**config.mk**
```make
export PLATFORM = sky130hd
export DESIGN_NAME = add_byte_serial
export DESIGN_NICKNAME = d
export VERILOG_FILES = /design/src/rtl/add_byte_serial_pkg.sv /design/src/rtl/add8_cla.sv /design/src/rtl/add_byte_serial.sv
export SDC_FILE = /design/constraint.sdc
export NUM_CORES = 1
export LEC_CHECK = 0
export ABC_CLOCK_PERIOD_IN_PS = 12510
export CAP_MARGIN = 15
export CORE_ASPECT_RATIO = 0.5
export CORE_MARGIN = 2
export CORE_UTILIZATION = 53
export CTS_CLUSTER_SIZE = 20
export DETAILED_ROUTE_END_ITERATION = 16
export PLACE_DENSITY = 0.89
export SETUP_SLACK_MARGIN = 0.3
export SLEW_MARGIN = 20
export SYNTH_ARGS = -nofsm -noshare
export SYNTH_HDL_FRONTEND = slang
export SYNTH_HIERARCHICAL = 1
export SYNTH_SLANG_ARGS = --single-unit
```
**constraint.sdc**
```tcl
create_clock -name clk_i -period 12.51 [get_ports clk_i]
set_input_delay 2.502 -clock clk_i [delete_from_list [all_inputs] [get_ports clk_i]]
set_output_delay 2.502 -clock clk_i [all_outputs]
set_load 0.03 [all_outputs]
```
**src/rtl/add_byte_serial_pkg.sv**
```systemverilog
// Shared definitions for the byte-serial adder.
// Contents:
//   state_e : sequencer state encoding (idle / run / done)
//   BYTE_W  : width of one adder slice
package add_byte_serial_pkg;

  localparam int unsigned BYTE_W = 8;

  typedef enum logic [1:0] {
    StIdle = 2'd0,
    StRun  = 2'd1,
    StDone = 2'd2
  } state_e;

endpackage

```
**src/rtl/add8_cla.sv**
```systemverilog
// Purely combinational 8-bit carry-lookahead adder slice.
// Ports:
//   a_i, b_i : 8-bit addends
//   cin_i    : carry in
//   sum_o    : 8-bit sum
//   cout_o   : carry out of bit 7
module add8_cla (
  input  logic [7:0] a_i,
  input  logic [7:0] b_i,
  input  logic       cin_i,
  output logic [7:0] sum_o,
  output logic       cout_o
);

  logic [7:0] gen;
  logic [7:0] prop;
  logic [8:0] carry;

  assign gen  = a_i & b_i;
  assign prop = a_i ^ b_i;

  // Carries are built in a procedural loop so no signal depends on itself.
  always_comb begin
    logic c;
    c        = cin_i;
    carry    = '0;
    carry[0] = cin_i;
    for (int i = 0; i < 8; i++) begin
      c            = gen[i] | (prop[i] & c);
      carry[i + 1] = c;
    end
  end

  assign sum_o  = prop ^ carry[7:0];
  assign cout_o = carry[8];

endmodule

```
**src/rtl/add_byte_serial.sv**
```systemverilog
// Wide adder that processes one byte per clock through a single 8-bit CLA slice.
// Ports:
//   clk_i    : rising-edge clock
//   rst_ni   : synchronous active-low reset
//   start_i  : request, accepted when not busy
//   a_i, b_i : operands, sampled on the accepting edge
//   cin_i    : carry in, sampled on the accepting edge
//   busy_o   : addition in progress
//   done_o   : one-cycle pulse, results valid from this cycle on
//   sum_o    : result, held until the next accepted start
//   cout_o   : carry out of the MSB
//   ovf_o    : two's-complement signed overflow
module add_byte_serial
  import add_byte_serial_pkg::*;
#(
  parameter int unsigned NBYTES = 4
) (
  input  logic                       clk_i,
  input  logic                       rst_ni,
  input  logic                       start_i,
  input  logic [BYTE_W*NBYTES-1:0]   a_i,
  input  logic [BYTE_W*NBYTES-1:0]   b_i,
  input  logic                       cin_i,
  output logic                       busy_o,
  output logic                       done_o,
  output logic [BYTE_W*NBYTES-1:0]   sum_o,
  output logic                       cout_o,
  output logic                       ovf_o
);

  localparam int unsigned W    = BYTE_W * NBYTES;
  localparam int unsigned IdxW = $clog2(NBYTES);
  localparam logic [IdxW-1:0] LastIdx = IdxW'(NBYTES - 1);

  state_e          state_q, state_d;
  logic [IdxW-1:0] idx_q, idx_d;
  logic            carry_q, carry_d;
  logic [W-1:0]    a_q, a_d;
  logic [W-1:0]    b_q, b_d;
  logic [W-1:0]    sum_q, sum_d;
  logic            cout_q, cout_d;
  logic            ovf_q, ovf_d;

  logic [BYTE_W-1:0] slice_a, slice_b, slice_sum;
  logic              slice_cout;

  assign slice_a = a_q[idx_q*BYTE_W +: BYTE_W];
  assign slice_b = b_q[idx_q*BYTE_W +: BYTE_W];

  add8_cla u_slice (
    .a_i    (slice_a),
    .b_i    (slice_b),
    .cin_i  (carry_q),
    .sum_o  (slice_sum),
    .cout_o (slice_cout)
  );

  always_comb begin
    state_d = state_q;
    idx_d   = idx_q;
    carry_d = carry_q;
    a_d     = a_q;
    b_d     = b_q;
    sum_d   = sum_q;
    cout_d  = cout_q;
    ovf_d   = ovf_q;
    unique case (state_q)
      StIdle, StDone: begin
        state_d = StIdle;
        if (start_i) begin
          a_d     = a_i;
          b_d     = b_i;
          carry_d = cin_i;
          idx_d   = '0;
          sum_d   = '0;
          state_d = StRun;
        end
      end
      StRun: begin
        sum_d[idx_q*BYTE_W +: BYTE_W] = slice_sum;
        carry_d = slice_cout;
        if (idx_q == LastIdx) begin
          cout_d  = slice_cout;
          // Overflow: like-signed operands producing a result of the other sign.
          ovf_d   = (a_q[W-1] == b_q[W-1]) && (slice_sum[BYTE_W-1] != a_q[W-1]);
          state_d = StDone;
        end else begin
          idx_d = idx_q + 1'b1;
        end
      end
      default: state_d = StIdle;
    endcase
  end

  always_ff @(posedge clk_i) begin
    if (!rst_ni) begin
      state_q <= StIdle;
      idx_q   <= '0;
      carry_q <= 1'b0;
      a_q     <= '0;
      b_q     <= '0;
      sum_q   <= '0;
      cout_q  <= 1'b0;
      ovf_q   <= 1'b0;
    end else begin
      state_q <= state_d;
      idx_q   <= idx_d;
      carry_q <= carry_d;
      a_q     <= a_d;
      b_q     <= b_d;
      sum_q   <= sum_d;
      cout_q  <= cout_d;
      ovf_q   <= ovf_d;
    end
  end

  assign busy_o = (state_q == StRun);
  assign done_o = (state_q == StDone);
  assign sum_o  = sum_q;
  assign cout_o = cout_q;
  assign ovf_o  = ovf_q;

endmodule

```
==> impl_results.rst <==
.. list-table::
   :header-rows: 1

   * - Metric
     - Value
   * - Hold Crit Depth
     - 2
   * - Sum Neg Setup Slack
     - 0 ns
   * - Clock transition at the registers of the reported paths
     - 0.07 ns
   * - Static leakage
     - 2.076 nW
   * - Final Instance Count excl. Fillers
     - 648
   * - Share of synthesized area occupied by flip-flops and latches
     - 47.51%
   * - Vias in the first global route
     - between 3000 and 4000
   * - Number of post-CTS setup repair buffers
     - 0
   * - Top delay family on crit path
     - adder cells
   * - Max-cap viol count
     - 0
   * - HPWL after detailed placement
     - 7739 microns
   * - Unrepaired setup endpoints after global routing
     - no
   * - Reg2Reg Capture Point
     - ovf_o
   * - Cell area after synthesis
     - 4340 sq um
   * - Average wire per cell in the routed design
     - 16.95 microns
   * - Antenna violations before repair
     - 0
   * - Total Die Area
     - 8973 sq um
   * - CTS H-Tree Depth
     - 3
   * - Final Hold Slack
     - 0.4539 ns
   * - Number of endpoints with negative hold slack in the final report
     - 0
   * - Setup-failing EPs final
     - 0
   * - Worst hold endpoint
     - b_q[15]
   * - Cell depth of the worst setup path
     - 16
   * - Wire length of the first global-routing pass
     - 17530 microns
   * - Crit path arrival time
     - between 5 and 6 ns
   * - Minimum clock period after layout
     - 5.337 ns
   * - Vias post-DR
     - 3571
   * - Post-Syn Area per Cell
     - 9.754 sq um
   * - Biggest fanout along the worst timing path
     - 12
   * - Io pins
     - 104
   * - Endpoint kind of the worst setup timing path
     - flip-flop
   * - Largest stage delay on the critical path
     - 0.78 ns
   * - Worst slew margin
     - 39.09%
   * - Count of state elements after synthesis
     - around 100
   * - Source of the worst register-to-register timing path
     - idx_q[0]
   * - Worst Reg2Reg Path Length in Cells
     - 16
   * - Ant diodes
     - 0
   * - Number of DRC violations after detailed-routing iteration 0
     - 367
   * - Number of buffers inserted during clock tree synthesis
     - 9
   * - Power per cell area
     - 127.2 nW/um^2
   * - Worst path slowest cell
     - sky130_fd_sc_hd__dfxtp_1
   * - Maximum number of pins on one net before global-route repair
     - 68
   * - Dpl cells
     - 634
   * - FMAX
     - 187.4 MHz
   * - Initial DRT Pass Iterations
     - 4
   * - Buf/Inv on CP
     - 4
   * - Cell chain of the critical path
     - mux4_2, inv_1, fa_1, inv_1, fa_1, fa_1, fa_1, fa_1, fa_1, fa_1, inv_1, fa_1, inv_1, and3b_1, a21oi_1, a311oi_1
   * - TritonCTS sink count
     - 103
   * - Fill cell instance count of the final layout
     - 580
   * - Worst Tran Pin Value
     - roughly 0.91 ns
   * - Reg-to-reg slack, setup
     - roughly 7 ns
   * - Clock insertion delay at the later pin of the skew report
     - 0.35 ns
   * - Number of instances resized during post-cts repair
     - 0
   * - Post-route clock skew
     - 0.008728 ns
   * - Share of post-route cells with drive strength above 1
     - 8.209%
   * - Worst hold path type
     - reg -> reg
   * - Initial core utilization
     - 54.45%
   * - Final WL
     - about 11000 microns
   * - Crit path from
     - idx_q[0]
   * - Number of distinct library cell variants in the gate-level netlist after synthesis
     - 34
   * - Number of design rule violations left after detail routing
     - 0
   * - Number of port buffers
     - slightly above 100
   * - CTS Hold Buffers Added
     - 0
   * - Kind of start point of the critical path
     - flip-flop
   * - Yosys warns
     - 6
   * - Vertical die dimension
     - 67.99 microns
   * - Maximum VDD drop
     - 0.07967 mV
   * - Global-route usage over all layers
     - 25.79%
   * - Number of buffers between clock root and the deepest sink
     - 2
   * - Max Slew Vio Count
     - 0
   * - CP required
     - 12.71 ns
   * - Total design power
     - 0.7181 mW
   * - # nets final
     - slightly above 600
   * - Total core area
     - ~8000 sq um
   * - Outcome
     - completed
   * - Portion of the clock cycle consumed by the worst path in the final layout
     - 42.66%
   * - Total overflow reported by the global router
     - 0
   * - Clock tree from TritonCTS
     - built
   * - Most numerous cell on the critical path
     - sky130_fd_sc_hd__fa_1
   * - Start point of the worst hold path
     - b_q[15]
   * - Cell count after synthesis
     - 445
   * - Core Rows
     - 23
   * - Cell chosen for the clock root
     - sky130_fd_sc_hd__clkbuf_16
   * - Via-to-Cell Ratio
     - 5.511
   * - Post-DRT Antenna Nets
     - 0
   * - Type of the setup path with the least slack
     - reg -> reg
   * - Routability-driven placement congestion ratio
     - 0.8408
   * - Total nets after synthesis
     - about 530
   * - Synthesis-to-layout area growth
     - 30.04%
   * - Die width
     - 132.0 microns
-- area by class of cell --
cell class	instances	area (sq um)	share of cell area [%]
Multi-Input combinational cell	297	2056	36.42
Sequential cell	103	2062	36.53
Clock buffer	13	260.3	4.611
Clock inverter	1	5.005	0.08867
Tap cell	112	140.1	2.483
Timing Repair Buffer	106	1054	18.67
Inverter	16	67.56	1.197
-- worst max-delay path by stage --
stage                 end  slack, ns
finish              ovf_o       7.17
global route        ovf_o       6.95
CTS                 ovf_o       7.23
detailed placement  ovf_o       7.26
global placement    ovf_o       7.43
floorplan           ovf_o       7.63
-- worst reg2reg max path, delay by kind of cell (launching register included) --
| family | cells | cell delay (ns) |
|---|---|---|
| AO/OA/AOI/OAI | 2 | 0.22 |
| adder cells (fa/ha/maj) | 8 | 3.03 |
| buffers and inverters | 4 | 0.37 |
| flip-flops | 1 | 0.78 |
| multiplexers | 1 | 0.60 |
| AND/OR/NAND/NOR | 1 | 0.20 |
-- cells in the mapped netlist (all sizes together) --
library cell | instances | share of area (%)
a211oi | 4 | 1.8
a21oi | 68 | 7.8
a22o | 8 | 1.6
a311oi | 1 | 0.20
a31oi | 1 | 0.14
a32o | 8 | 1.8
and2 | 1 | 0.14
and2b | 1 | 0.17
and3b | 1 | 0.20
and4bb | 1 | 0.37
buf | 20 | 3.1
clkbuf | 9 | 0.78
dfxtp | 103 | 48
fa | 8 | 3.7
ha | 6 | 1.7
inv | 16 | 1.6
mux4 | 16 | 8.3
nand2 | 140 | 12
nand2b | 3 | 0.43
nand3 | 3 | 0.63
nand3b | 1 | 0.46
nor2 | 1 | 0.086
nor2b | 1 | 0.14
nor3 | 1 | 0.12
nor4 | 2 | 0.98
o211ai | 1 | 0.17
o21ai | 3 | 0.35
o2bb2ai | 16 | 3.2
o32ai | 1 | 0.20
-- where the power goes --
group          leakage (nW)  internal, mW  switching [mW]
clock                 0.132         0.143           0.113
combinational          1.10        0.0496          0.0572
sequential            0.841         0.343          0.0120
-- sequential cells by signal, summed over array words and instances (netlist names) --
signal	cells
state_q	2
b_q	32
idx_q	2
ovf_o	1
a_q	32
cout_o	1
carry_q	1
sum_o	32
-- cells by family (layout without fill, tap and decap cells) --
family,after synthesis,count (layout),synth area share (%)
simple gates,156,156,15.85
compound gates,111,111,17.44
flops,103,103,47.51
buf+inv,45,136,5.477
mux,16,16,8.302
fa+ha+maj,14,14,5.419
-- cell usage in the layout (no fill, tap or decap), drive strengths merged, types with 8 or more instances in the layout --
cell / instances
mux4: 16
clkbuf: 13
inv: 16
a22o: 8
clkdlybuf4s50: 103
o2bb2ai: 16
fa: 8
dfxtp: 103
nand2: 140
a21oi: 68
a32o: 8
-- metrics by stage --
step	setup WS [ns]	instance area, sq um	utilization (%)
after floorplan	7.626	4340	-
after global placement	7.430	5374	67.41
after detailed placement	7.261	5379	67.48
after CTS	7.227	5644	70.81
after global routing	6.950	5644	70.81
final	7.173	5644	70.81
-- per-layer routing --
| layer | part of all wire (%) | global-route usage, % | vias to the layer above |
|---|---|---|---|
| li1 | - | - | 1702 |
| met1 | 44 | 32.17 | 1717 |
| met5 | 0 | 0 | - |
| met3 | 6.0 | 6.222 | 20 |
| met4 | 2.2 | 9.783 | 0 |
| met2 | 48 | 44.79 | 132 |
Note: power is estimated with default switching activity, not from simulation.
==> edit 1 (same settings) <==
The parameter `NBYTES` goes from 4 to 8.
--- a/src/rtl/add_byte_serial.sv
+++ b/src/rtl/add_byte_serial.sv
@@ -13,7 +13,7 @@
 module add_byte_serial
   import add_byte_serial_pkg::*;
 #(
-  parameter int unsigned NBYTES = 4
+  parameter int unsigned NBYTES = 8
 ) (
   input  logic                       clk_i,
   input  logic                       rst_ni,
Interface: changed (resized a_i, b_i and sum_o); port bits go from 104 to 200. The function was not compared with the original's and may differ.
==> edit 1 against the unedited design <==
  * Worst setup slack got worse by 550 ps
  * Power increased by 99%
  * Highest routed layer unchanged
  * Cell area up 95%
  * First-iteration DRC count is 84% higher
  * Wire length is 110% higher
  * Hold slack gained 1.2 ps
  * Critical endpoint is now sum_o[39]
  * Clock skew grew 1.3 ps
  * Critical path type unchanged
  * Sequential cell count is 97 higher
  * Largest cell class unchanged
  * Area after synthesis grew 93%
==> edit 1: results (changes against the unedited design) <==
- Sequential element share of the synthesized area: 47.7% (was 47.5%)
- Met3 global-route usage: 5.11% (was 6.22%)
- GPL Wtd Cong: 0.860 (was 0.841)
- Worst R2R Setup Slack: 6620 ps (was 7170 ps)
- M1 GR Usage: 36.7% (was 32.2%)
- Internal power: 1.04 mW (was 536 uW)
- Slowest CP cell: dfxtp_4 (was dfxtp_1)
- Synth area leaders: dfxtp_1, nand2_1, a21oi_1 (was dfxtp_1, nand2_1, mux4_2)
- Crit path DAT: 6240 ps (was 5540 ps)
- Compound-cell area share of the yosys netlist: 16.2% (was 17.4%)
- Total vias in the final route: 7434 (was 3571)
- DRT Wirelength: 23.1 mm (was 11.0 mm)
- Synth cell count leaders: nand2_1, dfxtp_1, a21oi_1 (unchanged)
- Leakage power: 4.02 nW (was 2.08 nW)
- DR vias/cell: 5.61 (was 5.51)
- Starting DRC count in detailed routing: 677 (was 367)
- Final Worst Setup Slack: 6620 ps (was 7170 ps)
- Clk_lat worst skew: 440 ps (was 350 ps)
- Vias in the first global route: 7081 (was 3407)
- Crit path largest cell delay: 630 ps (was 780 ps)
- Nets: 1255 (was 615)
- Worst-path maximum fanout: 36 (was 12)
- Reg2Reg Depth: 18 (was 16)
- Placed cell areas: 10400 sq um (was 5380 sq um)
- IO buf count: 199 (was 103)
- Routed wl met3: 1.62 mm (was 661 um)
- Tot GR Track Use: 27.5% (was 25.8%)
- Hpwl dp: 16.3 mm (was 7.74 mm)
- Final worst clock skew: 10.0 ps (was 8.73 ps)
- Post-synthesis adder-cell area fraction: 3.10% (was 5.42%)
- Num CTS Buffers: 17 (was 9)
- Reg2Reg Capture Point: sum_o[39] (was ovf_o)
- Largest net degree at the start of global routing: 130 (was 68)
- Status: finished, final reports clean (unchanged)
- Dpl ws: 6710 ps (was 7260 ps)
- Routed wl met2: 10.9 mm (was 5.25 mm)
- Net Count, Synth: 1096 (was 527)
- Layout cells sized above 1: 6.34% (was 8.21%)
- DRT Pass-1 Iters: 5 (was 4)
[edit 1: cell types whose count changed after synthesis, sizes merged, moves of 25 or more]
cell | unedited run | this run
inv | 16 | 48
dfxtp | 103 | 200
clkbuf | 9 | 36
o22ai | 0 | 32
nand2 | 140 | 275
mux2i | 0 | 48
a21oi | 68 | 113
nand3 | 3 | 28
[edit 1: cell type report]
class | instances | area (sq um)
clock inverters | 13 | 136
inverters | 50 | 189
repair buffers | 205 | 2040
clock buffers | 19 | 443
multi-input cells | 633 | 3920
fillers | 1121 | 4470
flip-flops and latches | 200 | 4010
well taps | 204 | 255
[edit 1: worst min-delay path by stage]
stage,from,end,slack (ps)
after floorplan,a_q[49],a_q[49],430
after global placement,b_q[55],b_q[55],440
final,a_q[49],a_q[49],460
after detailed placement,a_q[49],a_q[49],440
after CTS,a_q[49],a_q[49],450
after global routing,a_q[59],a_q[59],470
[edit 1: power groups by stage]
stage	clock [mW]	sequential (mW)	combinational (mW)
finish	0.541	0.682	0.207
detailed placement	0	0.696	0.202
floorplan	0	0.690	0.122
global route	0.565	0.685	0.223
global placement	0	0.695	0.198
CTS	0.542	0.682	0.205
[edit 1: cells by family (layout without fill, tap and decap cells)]
logic type / count (synthesis) / in the layout
buffers and inverters: 115 / 287
AOI/OAI and AO/OA: 209 / 209
adders and majority gates: 16 / 16
muxes: 64 / 64
DFF: 200 / 200
and+or+nand+nor: 344 / 344
[edit 1: worst reg2reg max path, delay by kind of cell (launching register included)]
kind	cells	cell delay, ps
and+or+nand+nor	2	290
muxes	2	800
AOI/OAI and AO/OA	1	60
DFF	1	630
buffers and inverters	5	1060
adders and majority gates	8	2960
==> edit 2 (same flow settings) <==
Without the edit above. Register the inputs `start_i`, `a_i`, `b_i` and `cin_i` before use, with the module's reset. The logic sees them one clock later.
--- a/src/rtl/add_byte_serial.sv
+++ b/src/rtl/add_byte_serial.sv
@@ -31,6 +31,25 @@
   localparam int unsigned W    = BYTE_W * NBYTES;
   localparam int unsigned IdxW = $clog2(NBYTES);
   localparam logic [IdxW-1:0] LastIdx = IdxW'(NBYTES - 1);
+
+  logic start_q;
+  logic [BYTE_W*NBYTES-1:0] a_r;
+  logic [BYTE_W*NBYTES-1:0] b_r;
+  logic cin_q;
+
+  always_ff @(posedge clk_i) begin
+    if (!rst_ni) begin
+      start_q <= '0;
+      a_r     <= '0;
+      b_r     <= '0;
+      cin_q   <= '0;
+    end else begin
+      start_q <= start_i;
+      a_r     <= a_i;
+      b_r     <= b_i;
+      cin_q   <= cin_i;
+    end
+  end
 
   state_e          state_q, state_d;
   logic [IdxW-1:0] idx_q, idx_d;
@@ -67,10 +86,10 @@
     unique case (state_q)
       StIdle, StDone: begin
         state_d = StIdle;
-        if (start_i) begin
-          a_d     = a_i;
-          b_d     = b_i;
-          carry_d = cin_i;
+        if (start_q) begin
+          a_d     = a_r;
+          b_d     = b_r;
+          carry_d = cin_q;
           idx_d   = '0;
           sum_d   = '0;
           state_d = StRun;
Formal check against the unedited RTL: not equivalent (Yosys sat finds a counterexample within 4 cycles, from zero or initial values and one cycle with rst_ni low).
==> edit 2 against the unedited design <==
  * Area after synthesis grew 42%
  * Sequential power grew 60%
  * Sequential cell count grew 66
  * Worst setup slack gained 150 ps
  * Synthesized cell count grew 36%
  * Global-route usage shrank 0.36 points
  * Cell area grew 38%
  * Wire length grew 39%
  * Critical path depth shrank 1
  * Power grew 71%
  * Largest power group is now the clock network
==> edit 2: results (changes against the unedited design) <==
- Clk_lat worst skew: 430 ps (was 350 ps)
- Leakage power: 2.84 nW (was 2.08 nW)
- Synth cell count leaders: dfxtp_1, nand2_1, a21oi_1 (was nand2_1, dfxtp_1, a21oi_1)
- Postcts setup bufs: 0 (unchanged)
- Largest net degree at the start of global routing: 86 (was 68)
- H-tree depth: 4 (was 3)
- Peak supply drop: 93.6 uV (was 79.7 uV)
- Sequential element share of the synthesized area: 55.0% (was 47.5%)
- Root buffer cell: clkbuf_16 (unchanged)
- DRT Pass-1 Iters: 7 (was 4)
- Max_cap viols: 0 (unchanged)
- Synth cell types: 40 (was 34)
- Hpwl dp: 9.42 mm (was 7.74 mm)
- Wire length of the first global-routing pass: 24.3 mm (was 17.5 mm)
- Layout cells sized above 1: 9.09% (was 8.21%)
- Worst-path maximum fanout: 19 (was 12)
- Final worst clock skew: 12.6 ps (was 8.73 ps)
- Vias in the first global route: 4698 (was 3407)
- Status: finished, final reports clean (unchanged)
- Fillers: 755 (was 580)
- Num CTS Buffers: 17 (was 9)
- Share of the synthesized area in the top cell type: 55.0% (was 47.5%)
- Net Count, Synth: 685 (was 527)
- IO buf count: 103 (unchanged)
- Final Cycle Share: 41.4% (was 42.7%)
- Crit path DAT: 5520 ps (was 5540 ps)
- DR vias/cell: 5.63 (was 5.51)
- GPL Wtd Cong: 0.838 (was 0.841)
- Synth area leaders: dfxtp_1, nand2_1, and2_1 (was dfxtp_1, nand2_1, mux4_2)
- Nets: 772 (was 615)
- Starting DRC count in detailed routing: 414 (was 367)
- Placed cell areas: 7160 sq um (was 5380 sq um)
- DRT Wirelength: 15.3 mm (was 11.0 mm)
- Slew of the pin with the lowest slew margin: 856 ps (was 912 ps)
- Tot GR Track Use: 25.4% (was 25.8%)
- Crit path largest cell delay: 880 ps (was 780 ps)
- Clk buf depth: 2 (unchanged)
-- edit 2: worst paths after layout --
path / from / to / slack (ps) / cells after the start
worst min register to register: b_r[30] / b_q[30] / 430 / 2
worst max register to register: idx_q[1] / ovf_o / 7330 / 15
worst max-delay path: idx_q[1] / ovf_o / 7330 / 15
worst min-delay path: b_r[30] / b_q[30] / 430 / 2
-- edit 2: layer usage --
layer	routed length [um]	GRT usage (%)
met1	6560	32.6
met2	7000	40.5
met3	1340	7.66
met4	353	10.5
met5	0	0
-- edit 2: cell type report --
type                       count  area (sq um)  share of cell area [%]
clock inverter                14           209                    2.68
multi-input combinational    381          2480                    31.7
clock buffer                  18           439                    5.62
sequential                   169          3380                    43.3
tap                          145           181                    2.32
timing repair buffer         108          1060                    13.6
inverter                      14          55.1                   0.705
-- edit 2: cells by family after synthesis --
logic type | after synthesis | share of synthesized area, %
mux | 16 | 6.05
compound gates | 106 | 11.0
fa+ha+maj | 13 | 3.62
buf+inv | 54 | 4.78
flops | 169 | 55.0
simple gates | 246 | 19.5
-- edit 2: metrics by stage --
step                utilization [%]  total power, mW  cells  setup WS [ps]  hold WS [ps]
finish                         70.0             1.23    849           7330           425
global route                   70.0             1.26    849           7140           450
CTS                            70.0             1.23    849           7410           435
detailed placement             64.2            0.660    817           7570           430
global placement               64.2            0.657    817           7760           424
floorplan                         -            0.627    604           7920           417
-- edit 2: report_power, final --
| part | switching [mW] | internal, mW | leakage, nW |
|---|---|---|---|
| registers | 0.00993 | 0.557 | 1.38 |
| clock network | 0.228 | 0.345 | 0.308 |
| logic | 0.0455 | 0.0402 | 1.15 |
-- edit 2: tightest hold or removal path, stage by stage (launching register included) --
cell and delay, ps:
dfxtp_1 300, nand2_1 50, a21oi_1 50
